===== src/rtl/uart_tx_buffer.sv =====
// Character FIFO in front of a UART transmitter. A small launch FSM pops one entry
// per transmit handshake and raises a one-cycle data_valid strobe.
module uart_tx_buffer #(
    parameter int DATA_WIDTH = 8,
    parameter int DEPTH      = 8
) (
    input  logic                       clk,
    input  logic                       rst,
    input  logic [DATA_WIDTH-1:0]      wr_data,
    input  logic                       wr_en,
    output logic                       full,
    output logic                       empty,
    output logic [$clog2(DEPTH):0]     count,
    output logic                       overflow,
    input  logic                       tx_busy,
    output logic [DATA_WIDTH-1:0]      p_data,
    output logic                       data_valid
);

    localparam int AW = $clog2(DEPTH);
    localparam int CW = AW + 1;

    typedef enum logic [1:0] {IDLE, LAUNCH, WAIT_HI, WAIT_LO} state_e;

    state_e                 state_q, state_d;
    logic [1:0]             tmr_q, tmr_d;
    logic [AW-1:0]          wptr_q, rptr_q;
    logic [CW-1:0]          count_q;
    logic [DATA_WIDTH-1:0]  mem_q [DEPTH];
    logic [DATA_WIDTH-1:0]  p_data_q;
    logic                   ovf_q, dv_q;
    logic                   push, pop;

    assign full       = (count_q == CW'(DEPTH));
    assign empty      = (count_q == '0);
    assign count      = count_q;
    assign overflow   = ovf_q;
    assign p_data     = p_data_q;
    assign data_valid = dv_q;

    assign push = wr_en && !full;
    // A pop happens only on the IDLE->LAUNCH edge, so it can never see an empty FIFO.
    assign pop  = (state_q == IDLE) && (state_d == LAUNCH);

    always_comb begin
        state_d = state_q;
        tmr_d   = tmr_q;
        case (state_q)
            IDLE:    if (!empty && !tx_busy) state_d = LAUNCH;
            LAUNCH: begin
                state_d = WAIT_HI;
                tmr_d   = 2'd0;
            end
            // Guard: give up on the handshake after two quiet cycles.
            WAIT_HI: begin
                if (tx_busy)            state_d = WAIT_LO;
                else if (tmr_q == 2'd1) state_d = IDLE;
                else                    tmr_d   = tmr_q + 2'd1;
            end
            WAIT_LO: if (!tx_busy) state_d = IDLE;
            default: state_d = IDLE;
        endcase
    end

    always_ff @(posedge clk or negedge rst) begin
        if (!rst) begin
            state_q  <= IDLE;
            tmr_q    <= 2'd0;
            wptr_q   <= '0;
            rptr_q   <= '0;
            count_q  <= '0;
            p_data_q <= '0;
            ovf_q    <= 1'b0;
            dv_q     <= 1'b0;
        end else begin
            state_q <= state_d;
            tmr_q   <= tmr_d;
            ovf_q   <= wr_en && full;
            dv_q    <= (state_d == LAUNCH);
            if (push) wptr_q <= wptr_q + AW'(1);
            if (pop) begin
                rptr_q   <= rptr_q + AW'(1);
                p_data_q <= mem_q[rptr_q];
            end
            case ({push, pop})
                2'b10:   count_q <= count_q + CW'(1);
                2'b01:   count_q <= count_q - CW'(1);
                default: count_q <= count_q;
            endcase
        end
    end

    always_ff @(posedge clk) begin
        if (push) mem_q[wptr_q] <= wr_data;
    end

endmodule


===== config.mk =====
export PLATFORM = sky130hd
export DESIGN_NAME = uart_tx_buffer
export DESIGN_NICKNAME = d
export VERILOG_FILES = /design/src/rtl/uart_tx_buffer.sv
export SDC_FILE = /design/constraint.sdc
export NUM_CORES = 1
export LEC_CHECK = 0
export BUFFER_PORTS_ARGS = -buffer_cell sky130_fd_sc_hd__buf_2
export CORE_ASPECT_RATIO = 0.6
export CORE_MARGIN = 10
export CORE_UTILIZATION = 31
export DETAILED_ROUTE_END_ITERATION = 12
export GPL_ROUTABILITY_DRIVEN = 0
export PLACE_DENSITY = 0.59
export SYNTH_ARGS = -nofsm -noshare
export SYNTH_HDL_FRONTEND = slang
export SYNTH_SLANG_ARGS = --single-unit
export TNS_END_PERCENT = 30

===== constraint.sdc =====
create_clock -name clk -period 2.6 [get_ports clk]
set_input_delay 0.52 -clock clk [delete_from_list [all_inputs] [get_ports clk]]
set_output_delay 0.52 -clock clk [all_outputs]
set_load 0.1 [all_outputs]

# ---- Yosys cells after proc, flatten, opt, wreduce, memory -nomap -nowiden
# Memories as Yosys holds them, arrays and structs flattened. A register that Yosys moved wholly into a read port is not among the register bits.
# Cells that the tools add are included.
dict set report totals {
  memories 1
  ff_bits 16
  elab_cells 47
  latch_bits 0
  rom_bits 0
  out_inout_bits 16
  ram_bits 64
  inputBits 12
}
# name words word_bits read_ports rd_clocked_by_memory_dff wr line
set memory_table {}
lappend memory_table {mem_q 8 8 1 1 1 29} ;# logic [DATA_WIDTH-1:0] mem_q [DEPTH];
dict set report op_classes {
  bitwise 0
  n_div 0
  reduce_logical 13
  eq_ne 10
  muxes 11
  shifts 0
  addsub 5
  n_mul 0
  n_lt_le_gt_ge 0
}
# operator count
set op_table {}
lappend op_table {{$mux 2} 6}
lappend op_table {{$eq 2x1->1 const B} 4}
lappend op_table {{$pmux 2 s4} 1}
lappend op_table {{$pmux 4 s2} 1}
lappend op_table {{$add 3x1->3 const B} 2}
lappend op_table {{$eq 2x2->1 const B} 3}
lappend op_table {{$add 4x1->4 const B} 1}
lappend op_table {{$eq 4x4->1 const B} 1}
lappend op_table {{$logic_and 1x1->1} 4}
lappend op_table {{$logic_not 1->1} 4}
lappend op_table {{$logic_not 4->1} 1}
lappend op_table {{$ne 2x2->1 const B} 2}
lappend op_table {{$pmux 2 s2} 1}
lappend op_table {{$reduce_bool 2->1} 2}
lappend op_table {{$sub 4x1->4 const B} 1}
lappend op_table {{$reduce_and 3->1} 1}
lappend op_table {{$add 2x1->2 const B} 1}
lappend op_table {{$logic_not 2->1} 1}
lappend op_table {{$mux 1} 2}

# ---- Longest topological paths before layout
dict set report depth {
  ltp_word 9
  mapped_depth 9
  mapped_depth_nobuf 9
}

# ---- Least setup slack after synthesis
# Ideal clock, no wire load.
dict set report synth_timing {
  path_kind {reg-to-reg}
  start {reg count_q[3] (netlist: count[3])}
  end {reg count_q[3] (netlist: count[3])}
  required_ns 2.484
  synth_period_minus_slack_ns 5.661
  setup_slack_ns -3.061
  stages_incl_launch_ff 9
  t_arrival_ns 5.545
  setup_ns 0.116
  n_path_buf 0
  path_cell_list {dfrtp_1 -> nor4_1 -> or4_4 -> inv_2 -> ha_1 -> ha_1 -> a21oi_1 -> o21ai_0 -> o311ai_0}
}
dict set report synth_via {
  elab_chain_cells 9
  word_cells_on_any_way 16
  cone_classes {add/sub (2); eq/ne (4); mux (3); reduce/logical (7)}
}
# item line
set synth_rtl {}
lappend synth_rtl {{start: declaration} 28} ;# logic [CW-1:0] count_q;
lappend synth_rtl {{start signal: assignment} 86} ;# 2'b10: count_q <= count_q + CW'(1);
lappend synth_rtl {{start signal: assignment} 87} ;# 2'b01: count_q <= count_q - CW'(1);
lappend synth_rtl {{start signal: assignment} 88} ;# default: count_q <= count_q;
lappend synth_rtl {{$logic_not 4->1 *} 35} ;# assign empty = (count_q == '0);
lappend synth_rtl {{named net empty} 12} ;# output logic empty,
lappend synth_rtl {{$logic_not 1->1 *} 49} ;# IDLE: if (!empty && !tx_busy) state_d = LAUNCH;
lappend synth_rtl {{$logic_and 1x1->1 *} 49}
lappend synth_rtl {{$mux 2 *} 49}
lappend synth_rtl {{$pmux 2 s4 *} 48} ;# case (state_q)
lappend synth_rtl {{$eq 2x1->1 *} 43} ;# assign pop = (state_q == IDLE) && (state_d == LAUNCH);
lappend synth_rtl {{$logic_and 1x1->1 *} 43}
lappend synth_rtl {{named net pop} 32} ;# logic push, pop;
lappend synth_rtl {{$eq 2x1->1 or $eq 2x2->1 (tied branches)} 85} ;# case ({push, pop})
lappend synth_rtl {{$pmux 4 s2 or $reduce_bool 2->1 (tied branches)} --}
# Mark *: on every way through the listed nets, which the timed path passes. The rest lies on a longest branch.
# A chain may end at the register's enable or synchronous reset.

# ---- Final worst setup path
dict set report layout_timing {
  start {reg count_q[2] (netlist: count[2])}
  end {reg count_q[3] (netlist: count[3])}
}
dict set report layout_via {
  elab_chain_cells 9
  word_cells_on_any_way 16
  cone_classes {add/sub (2); eq/ne (4); mux (3); reduce/logical (7)}
}
# item line
set layout_rtl {}
lappend layout_rtl {{$logic_not 4->1} 35}
lappend layout_rtl {{$logic_not 1->1} 49}
lappend layout_rtl {{$logic_and 1x1->1} 49}
lappend layout_rtl {{$mux 2} 49}
lappend layout_rtl {{$pmux 2 s4} 48}
lappend layout_rtl {{$eq 2x1->1} 43}
lappend layout_rtl {{$logic_and 1x1->1} 43}
lappend layout_rtl {{$eq 2x1->1 or $eq 2x2->1 (tied branches)} 85}
lappend layout_rtl {{$pmux 4 s2 or $reduce_bool 2->1 (tied branches)} --}
# Parallel ways exist; a longest one is shown, timed or not.

==> results summary <==
The flow ran to the end, and the final reports show no timing, DRC or antenna violations. The count of cells along the worst register-to-register path is 8. The via count of the first global-routing pass is between 1500 and 2000. The routed layout has ~1900 vias.

The longest individual stage delay on the worst path came out at 0.52 ns. The worst max-slew margin expressed relative to the limit came out at between 50% and 60%. The critical path endpoint category is a register. The most critical setup path has its startpoint at count[2]. The total congestion overflow is 0. For this block, the initial DRC count from the detailed router was ~170. The synthesized area per cell came out at about 17 sq um. Setup repair after global routing left no endpoint under its margin. The remaining routing DRC violations came out at 0. The count of instances resized after the clock tree is built is 0. The worst setup path is of the register to register kind. The initial antenna violation count came to 0. The flop and latch count out of synthesis is 88. The count of maximum capacitance violations is 0. Once the floorplan was initialized, standard cells occupied 31.8% of the core.

Yosys printed 0 warnings. In the post-route analysis, the smallest setup slack over all paths is 0.259 ns. The pin count of the biggest net entering global routing is 25. For this design, the slowest cell found on the critical path is dfrtp_4. The CTS buffer count is 9. The CTS root buffer is clkbuf_16. The net count after synthesis is between 200 and 250. The synthesized netlist occupies a cell area of 0.00359 sq mm.

The area growth from synthesis to final layout came out at 19.3%. The share of the core filled with cells came out at a little under two fifths. The capture point of the worst path is count[3]. The worst ir drop on vdd is 0.000722 V. The post-detailed-route via-to-cell ratio came out at between 4 and 5. At the pin with the least slew margin, the transition time is slightly above 0.7 ns. The number of inserted filler cells in the final layout came out at 1051. The kind of cell with the highest combined delay along the critical path is compound AO/OA/AOI/OAI gates.

The average wire per standard cell is 17.5 um. The final instance area is between 0.004 and 0.005 sq mm. The count of endpoints failing hold in the final timing report is 0. The critical path runs through a total of 8 cells.

The total of buffers placed on input and output ports came out at 27. In this run the count of I/O pins placed on the die edge is 28. Prior to clock tree synthesis, the placed netlist has a worst setup slack of 0.225 ns. The antenna diode count is 0.

The floorplan has 30 rows. The max-slew violation count came to 0. The worst setup path is launched from a register.

The deepest clock path buffer count is 2. Once placement finished, the instance area stood at approximately 0.004 sq mm. The total power divided by cell area is between 1000 and 1500 mW/mm^2.

The setup clock skew after layout is slightly below 0.005 ns. The period utilization is 90.0%. The die boundary height came out at 103 um. The signal on the critical path passes through nor3_1 -> a21boi_1 -> inv_1 -> ha_4 -> ha_1 -> a21oi_2 -> o21ai_1 -> o311ai_1. The worst endpoint data arrival time came out at 2.57 ns. For this run, the register share of the synthesized area comes to approximately 70%. Clock latency on the worst-skew pair, taken at its later pin, is between 0.3 and 0.4 ns. The reg2reg setup slack is between 0.2 and 0.3 ns. The number of hold-repair buffers added at the cts stage is 0. The core region is 0.0113 sq mm. The number of buffer and inverter stages on the critical path is 1.

The upper clock frequency limit is 427 MHz. The total number of nets in the final design came out at 270. TritonCTS built the clock tree.

The area of the die came out at roughly 0.016 sq mm. The wire-length estimate of the detail-placed layout is roughly 4900 um. In the synthesized netlist, the number of instances is 211. The number of nets with antenna violations after detailed routing came out at 0. The required arrival time at the worst endpoint is ~2.8 ns. The final count of negative-setup-slack endpoints is 0.

The number of setup buffers added after CTS came out at 0. The beginning of the worst register-to-register path is count[2]. The wire length of the first global-routing pass is about 12000 um.

The static leakage power came out at 1.60 nW. The number of sinks driven by the clock tree is between 80 and 90. The length of the first detailed-routing pass in iterations came out at 4. The fraction of layout instances using a drive strength above 1 is 31.3%.

The die boundary width came out at around 160 um. The min-delay analysis places its worst path in the category input port to async pin. The total track usage is a little under a tenth.

The post-detailed-routing wire length came out at between 7000 and 8000 um. The maximum net fanout on the critical path came out at 8. The H-tree was split into 3 levels. The number of different library cells in the post-synthesis netlist came out at 35. The worst register-to-register path ends at count[3].

After layout, the minimum clock period comes to between 2 and 2.5 ns. The clock slew at the register clock pins of the worst setup and hold paths came out at about 0.060 ns.
==> worst register-to-register path, cell delays in order, from the launching register on <==
cell and delay, ns:
dfrtp_4 0.52, nor3_1 0.29, a21boi_1 0.19, inv_1 0.22, ha_4 0.23, ha_1 0.25
a21oi_2 0.18, o21ai_1 0.10, o311ai_1 0.26
==> state kept, by name (all words and copies together), names as in the netlist <==
register	flops
count	4
data_valid	1
tmr_q	2
wptr_q	3
mem_q	64
p_data	8
overflow	1
state_q	2
rptr_q	3
==> cells in the mapped netlist, drive strengths merged <==
| cell | n | area, sq um |
|---|---|---|
| ha | 6 | 75.1 |
| nor3b | 1 | 7.51 |
| dfrtp | 24 | 601 |
| nand2b | 3 | 18.8 |
| nor2 | 8 | 30.0 |
| mux2i | 9 | 90.1 |
| and2 | 1 | 6.26 |
| fa | 1 | 20.0 |
| mux4 | 16 | 360 |
| inv | 9 | 33.8 |
| nor4 | 4 | 25.0 |
| xor2 | 2 | 17.5 |
| a21oi | 3 | 15.0 |
| xnor2 | 4 | 42.6 |
| and3 | 1 | 6.26 |
| or4 | 1 | 11.3 |
| a21o | 1 | 7.51 |
| nor3 | 6 | 30.0 |
| mux2 | 1 | 11.3 |
| clkbuf | 1 | 3.75 |
| or3 | 1 | 6.26 |
| edfxtp | 64 | 1920 |
| nand4b | 1 | 8.76 |
| o311ai | 1 | 8.76 |
| a22o | 3 | 26.3 |
| nand2 | 19 | 71.3 |
| o21ai | 11 | 55.1 |
| buf | 8 | 76.3 |
| a21boi | 1 | 7.51 |
==> kinds of logic after synthesis <==
group                      after synthesis  synth area share (%)
AOI/OAI and AO/OA                       20                  3.34
xor gates and xnor gates                 6                  1.67
adders and majority gates                7                  2.65
buffers and inverters                   18                  3.17
DFF                                     88                  70.2
muxes                                   26                  12.8
and+or+nand+nor                         46                  6.16
==> report_power, final <==
group	internal [W]	switching, W
Clock	0.000762	0.000501
Combinational	0.000686	0.00142
Sequential	0.00185	0.000320
==> cell type report <==
class	instances	area, sq um	share of cell area (%)
Sequential cell	88	2530	59.0
Multi-Input combinational cell	105	1010	23.5
Clock buffer	14	287	6.68
Timing Repair Buffer	38	218	5.08
Tap cell	160	200	4.67
Inverter	9	33.8	0.788
Clock inverter	2	10.0	0.233
==> metrics by stage <==
step	instances	setup TNS, ns	hold WS (ns)	total power [W]
after floorplan	211	-1.62	0.224	0.00389
after global placement	400	0	0.462	0.00428
after detailed placement	400	0	0.472	0.00434
after CTS	416	0	0.227	0.00562
after global routing	416	0	0.242	0.00586
final	416	0	0.197	0.00554
==> worst min path at each step <==
stage | end | slack (ns)
finish | tmr_q[0] | 0.20
detailed placement | p_data[2] | 0.47
floorplan | count[0] | 0.22
global route | tmr_q[0] | 0.24
global placement | p_data[5] | 0.46
CTS | tmr_q[0] | 0.23
==> per-layer routing <==
metal,global-route usage [%],up-vias,share of wire [%]
met1,12.6,977,49
met4,3.90,0,1.5
met5,0,-,0
li1,-,882,-
met2,14.1,33,45
met3,3.28,11,4.4
==> layout by cell type, fill, tap and decap left out, drive strengths merged <==
master,Yosys,layout
nor3,6,6
a21o,1,1
nand2,19,19
and3,1,1
mux4,16,16
xnor2,4,4
or4,1,1
o21ai,11,11
nor2,8,8
dfrtp,24,24
or3,1,1
mux2i,9,9
edfxtp,64,64
clkinv,0,2
xor2,2,2
ha,6,6
fa,1,1
and2,1,1
mux2,1,1
nand4b,1,1
inv,9,9
nand2b,3,3
nor4,4,4
a21boi,1,1
a22o,3,3
o311ai,1,1
nor3b,1,1
clkbuf,1,14
buf,8,38
a21oi,3,3
(Power assumes the default switching activity.)
